`src/rtl/accumulator_full.sv`:
```
// accumulator_full: 16-bit accumulating datapath.
// Every rising clock edge the I/O operand is sampled into an input register.
// The value held there from the previous edge is added into the accumulator,
// so an operand sampled at edge k shows up on Output just after edge k+1.
// The addition is modulo 2^WIDTH and the carry is dropped.
//
// Ports:
//   CLK     system clock; all state updates happen on its rising edge
//   reset   asynchronous active-low reset; clears both registers at once
//   IOIn    operand bus from the I/O side, sampled every edge
//   Output  accumulator contents, driven straight from the register
module accumulator_full #(
  parameter int unsigned WIDTH = 16
) (
  input  logic             CLK,
  input  logic             reset,
  input  logic [WIDTH-1:0] IOIn,
  output logic [WIDTH-1:0] Output
);

  logic [WIDTH-1:0] in_reg_q, in_reg_d;
  logic [WIDTH-1:0] acc_q, acc_d;

  // The sum uses in_reg_q, the operand captured on the previous edge.
  // This gives the one-cycle input-register latency.
  always_comb begin
    in_reg_d = IOIn;
    acc_d    = acc_q + in_reg_q;
  end

  always_ff @(posedge CLK or negedge reset) begin
    if (!reset) begin
      in_reg_q <= '0;
      acc_q    <= '0;
    end else begin
      in_reg_q <= in_reg_d;
      acc_q    <= acc_d;
    end
  end

  assign Output = acc_q;

endmodule

```
`config.mk`:
```
export PLATFORM = sky130hd
export DESIGN_NAME = accumulator_full
export DESIGN_NICKNAME = d
export VERILOG_FILES = /design/src/rtl/accumulator_full.sv
export SDC_FILE = /design/constraint.sdc
export NUM_CORES = 1
export LEC_CHECK = 0
export CAP_MARGIN = 10
export CORE_UTILIZATION = 45
export CTS_BUF_LIST = sky130_fd_sc_hd__clkbuf_8
export CTS_CLUSTER_DIAMETER = 120
export DETAILED_ROUTE_END_ITERATION = 6
export GPL_TIMING_DRIVEN = 0
export PLACE_DENSITY = 0.77
export SLEW_MARGIN = 5
export SYNTH_ARGS = -nofsm -noshare
export SYNTH_HDL_FRONTEND = slang
export SYNTH_SLANG_ARGS = --single-unit
```
`constraint.sdc`:
```
create_clock -name CLK -period 4.19 [get_ports CLK]
set_input_delay 0.838 -clock CLK [delete_from_list [all_inputs] [get_ports CLK]]
set_output_delay 0.838 -clock CLK [all_outputs]
set_load 0.03 [all_outputs]
```
* After elaboration in Yosys (flattened, before gate mapping)
Index checks and enable logic that the tools add are counted.
Word-level totals: flip-flop bits (word level) 32, input port bits 18, output and inout bits 16, word-level logic and storage cells 3
Cells by class: add/subtract/negate cells 1
Operators with widths (count):
- 16-bit adder | 1

* Logic depth before layout (Yosys ltp)
word-level depth 1, gate-level depth with buffers 7, depth with buffers taken out 7

* Least setup slack after synthesis
Ideal clock, no wire load.
path kind flip-flop to flip-flop, start reg acc_q[0], in the netlist Output[0], end reg acc_q[10], in the netlist Output[10], library setup time 137 ps, data arrival time 2167 ps, required time 4053 ps, setup slack 1885 ps, stages on the path, launching flop included 8, path buffers 0, clock period less this slack 2305 ps, cell sequence dfrtp_1 > ha_1 > fa_1 > a21o_2 > a311oi_2 > o21ai_0 > a311oi_1 > nor3_1
On the way: longest elaborated chain between the ends 1
RTL lines:
- start: declaration | line 22 | logic [WIDTH-1:0] acc_q, acc_d;
- start signal: assignment | line 34 | acc_q <= '0;
- start signal: assignment | line 37 | acc_q <= acc_d;
- 16-bit adder | line 28 | acc_d = acc_q + in_reg_q;
- net acc_d[10] | line 22
The timed path passes the listed nets, and every way through them passes these cells.

* Final worst setup path
Ends and elaborated chain as after synthesis.

==> results_dict.tcl <==
set metrics [dict create \
    synth.area.top_cells "dfrtp_1 (53%), ha_1 (12%), xnor2_1 (5.7%)" \
    critical_path_arrival_ns 2.49 \
    tritoncts "yes" \
    synth_seq_area_share_pct 52.5 \
    place.gp.congestion 0.827 \
    grt_start_max_net_pins 18 \
    relSlewSlack_pct 50.4 \
    drtIter0Drc 22 \
    syn_area_um2 1530 \
    critPathMaxFanout 3 \
    cp-start-kind "flop" \
    dr.pass1.iters 4 \
    whs_endpoint "Output[0]$_DFF_PN0_" \
    r2r_end "Output[10]$_DFF_PN0_" \
    synth_top_area_share_pct 52.5 \
    worstReg2RegStart "Output[0]$_DFF_PN0_" \
    whs_path_depth 1 \
    post-place-ws_ns 1.88 \
    holdBufCountCts 0 \
    crit_type "reg -> reg" \
    endpoint_kind "flop" \
    fmax_mhz 427 \
    die_y_um 60.2 \
    r2r_slack_ns 1.85 \
    grt_pass1_wl_um 4950 \
    syn_nets 164 \
    grt.overflow.total 0 \
    final_area_um2 2020 \
    drive_gt1_share_pct 6.40 \
    avgSynthCellArea_um2 11.7 \
    routed-via-count 1137 \
    ys_ff_latch 32 \
    die_x_um 60.2 \
    cts_max_level 2 \
    io_pins 34 \
    die_area_um2 3630 \
    ant_nets 0 \
    synth_edf_count 0 \
    placed_area_um2 1930 \
    dpl.hpwl_um 2190 \
    finalMaxSlewViolations 0 \
    setup_viol 0 \
    diodes 0 \
    io_buffers 33 \
    area_growth_pct 32.2 \
    clk_path_buf_depth 2 \
    coreArea_um2 3130 \
    synthTopCellsByCount "dfrtp_1 (32), a21oi_1 (17), ha_1 (15), xnor2_1 (10), nand2_1 (9)" \
    wire_per_inst_um 13.6 \
    tns_ns 0 \
    clkSinkCount 32 \
    antenna_found_initial 0 \
    min_period_ns 2.34 \
    nNetsFinal 205 \
    synth.most_common_cell "dfrtp_1" \
    ys_async_sr_fraction_pct 100 \
    worstMarginPinSlew_ns 0.741 \
    clk_pin_slew_ns 0.06 \
    initial_core_util_pct 48.8 \
    wl_um 2940 \
    finClkSkew_ns 0.00132 \
    vias_per_cell 5.26 \
    post-cts-setup-buffers 0 \
    synth_top_cell_by_area "dfrtp_1" \
    drv_cap 0 \
    drc_errors 0 \
    synth_ff_type "dfrtp_1" \
    hp-start "in_reg_q[0]$_DFF_PN0_" \
    hold_path.class "reg -> reg" \
    min_period_over_period_pct 55.8 \
    grt_usage_pct 19.3 \
    clock_latency_ns 0.28 \
    clock-root-buffer "clkbuf_8" \
    ys_types 28 \
    cts_buffers 5 \
    ir_drop_mv 0.368 \
    critPathRequiredTime_ns 4.34 \
    yosysWarningCount 0 \
    power_density_nw_per_um2 831 \
    grt_pass1_vias 1148 \
    power.leakage_nw 0.876 \
    rsz0062_at_grt "false" \
    cts_resized 0 \
    rows 20 \
    status "finished, final reports clean" \
    fin_ws_ns 1.85 \
    hold_viol_final 0 \
    synth_cells 130 \
    rr_worst_depth 7 \
]
-- cell families (layout without fill, tap and decap cells) --
family | Yosys count | after routing | synth area share [%]
compound gates | 40 | 40 | 16.7
xor+xnor | 15 | 15 | 8.61
fa+ha+maj | 16 | 16 | 13.6
buf+inv | 3 | 45 | 0.738
flops | 32 | 32 | 52.5
mux | 1 | 1 | 0.656
simple gates | 23 | 23 | 7.14
-- routing by layer --
metal	up-vias	global-route usage (%)	part of all wire [%]
met5	-	0	0
met4	0	11.0	2.4
met3	7	5.19	4.7
met2	33	30.8	49
met1	543	23.3	44
li1	554	-	-
-- cell type report --
| cell class | count | area [um2] |
|---|---|---|
| flip-flops and latches | 32 | 801 |
| clock inverters | 2 | 7.51 |
| multi-input cells | 95 | 713 |
| inverters | 3 | 11.3 |
| repair buffers | 34 | 345 |
| well taps | 44 | 55.1 |
| clock buffers | 6 | 82.6 |
| fillers | 251 | 1110 |
-- cell usage in the layout, fill, tap and decap left out, drive strengths merged, types with 3 or more instances in the layout --
cell type      instances
o21ai                  8
nand3                  4
a21oi                 17
inv                    5
xor2                   5
clkbuf                 6
dfrtp                 32
clkdlybuf4s50         33
o211ai                 3
a21o                   3
ha                    15
nor3                   3
xnor2                 10
nand2                  9
-- registers in the layout, indices dropped and copies added (netlist names) --
signal	cells
in_reg_q	16
Output	16
-- worst max-delay path by stage --
stage / startpoint / end / depth (start not counted)
5_1_grt: Output[0]$_DFF_PN0_ / Output[10]$_DFF_PN0_ / 7
3_5_place_dp: Output[0]$_DFF_PN0_ / Output[10]$_DFF_PN0_ / 7
3_3_place_gp: reset / in_reg_q[12]$_DFF_PN0_ / 1
4_1_cts: Output[0]$_DFF_PN0_ / Output[10]$_DFF_PN0_ / 7
6_report: Output[0]$_DFF_PN0_ / Output[10]$_DFF_PN0_ / 7
2_1_floorplan: Output[0]$_DFF_PN0_ / Output[10]$_DFF_PN0_ / 7
-- power breakdown --
| group | internal, mW | switching (mW) |
|---|---|---|
| Combinational | 0.425 | 0.554 |
| Clock | 0.129 | 0.105 |
| Sequential | 0.408 | 0.0551 |
| Total | 0.962 | 0.714 |
-- worst max-delay path, cell delays in order, from the launching register on --
cell and delay, ns:
dfrtp_1 0.38, ha_1 0.23, fa_1 0.40, a21o_2 0.26
a311oi_2 0.36, o21ai_0 0.21, a311oi_1 0.30, nor3_1 0.07
-- stage by stage --
step / utilization [%] / power [mW] / cells / hold WS (ns)
2_1_floorplan: - / 1.14 / 130 / 0.443
4_1_cts: 64.4 / 1.69 / 216 / 0.476
3_5_place_dp: 61.6 / 1.44 / 208 / 0.462
6_report: 64.4 / 1.68 / 216 / 0.468
5_1_grt: 64.4 / 1.80 / 216 / 0.494
3_3_place_gp: 61.1 / 1.41 / 207 / 0.451
Note: power is estimated with default switching activity, not from simulation.
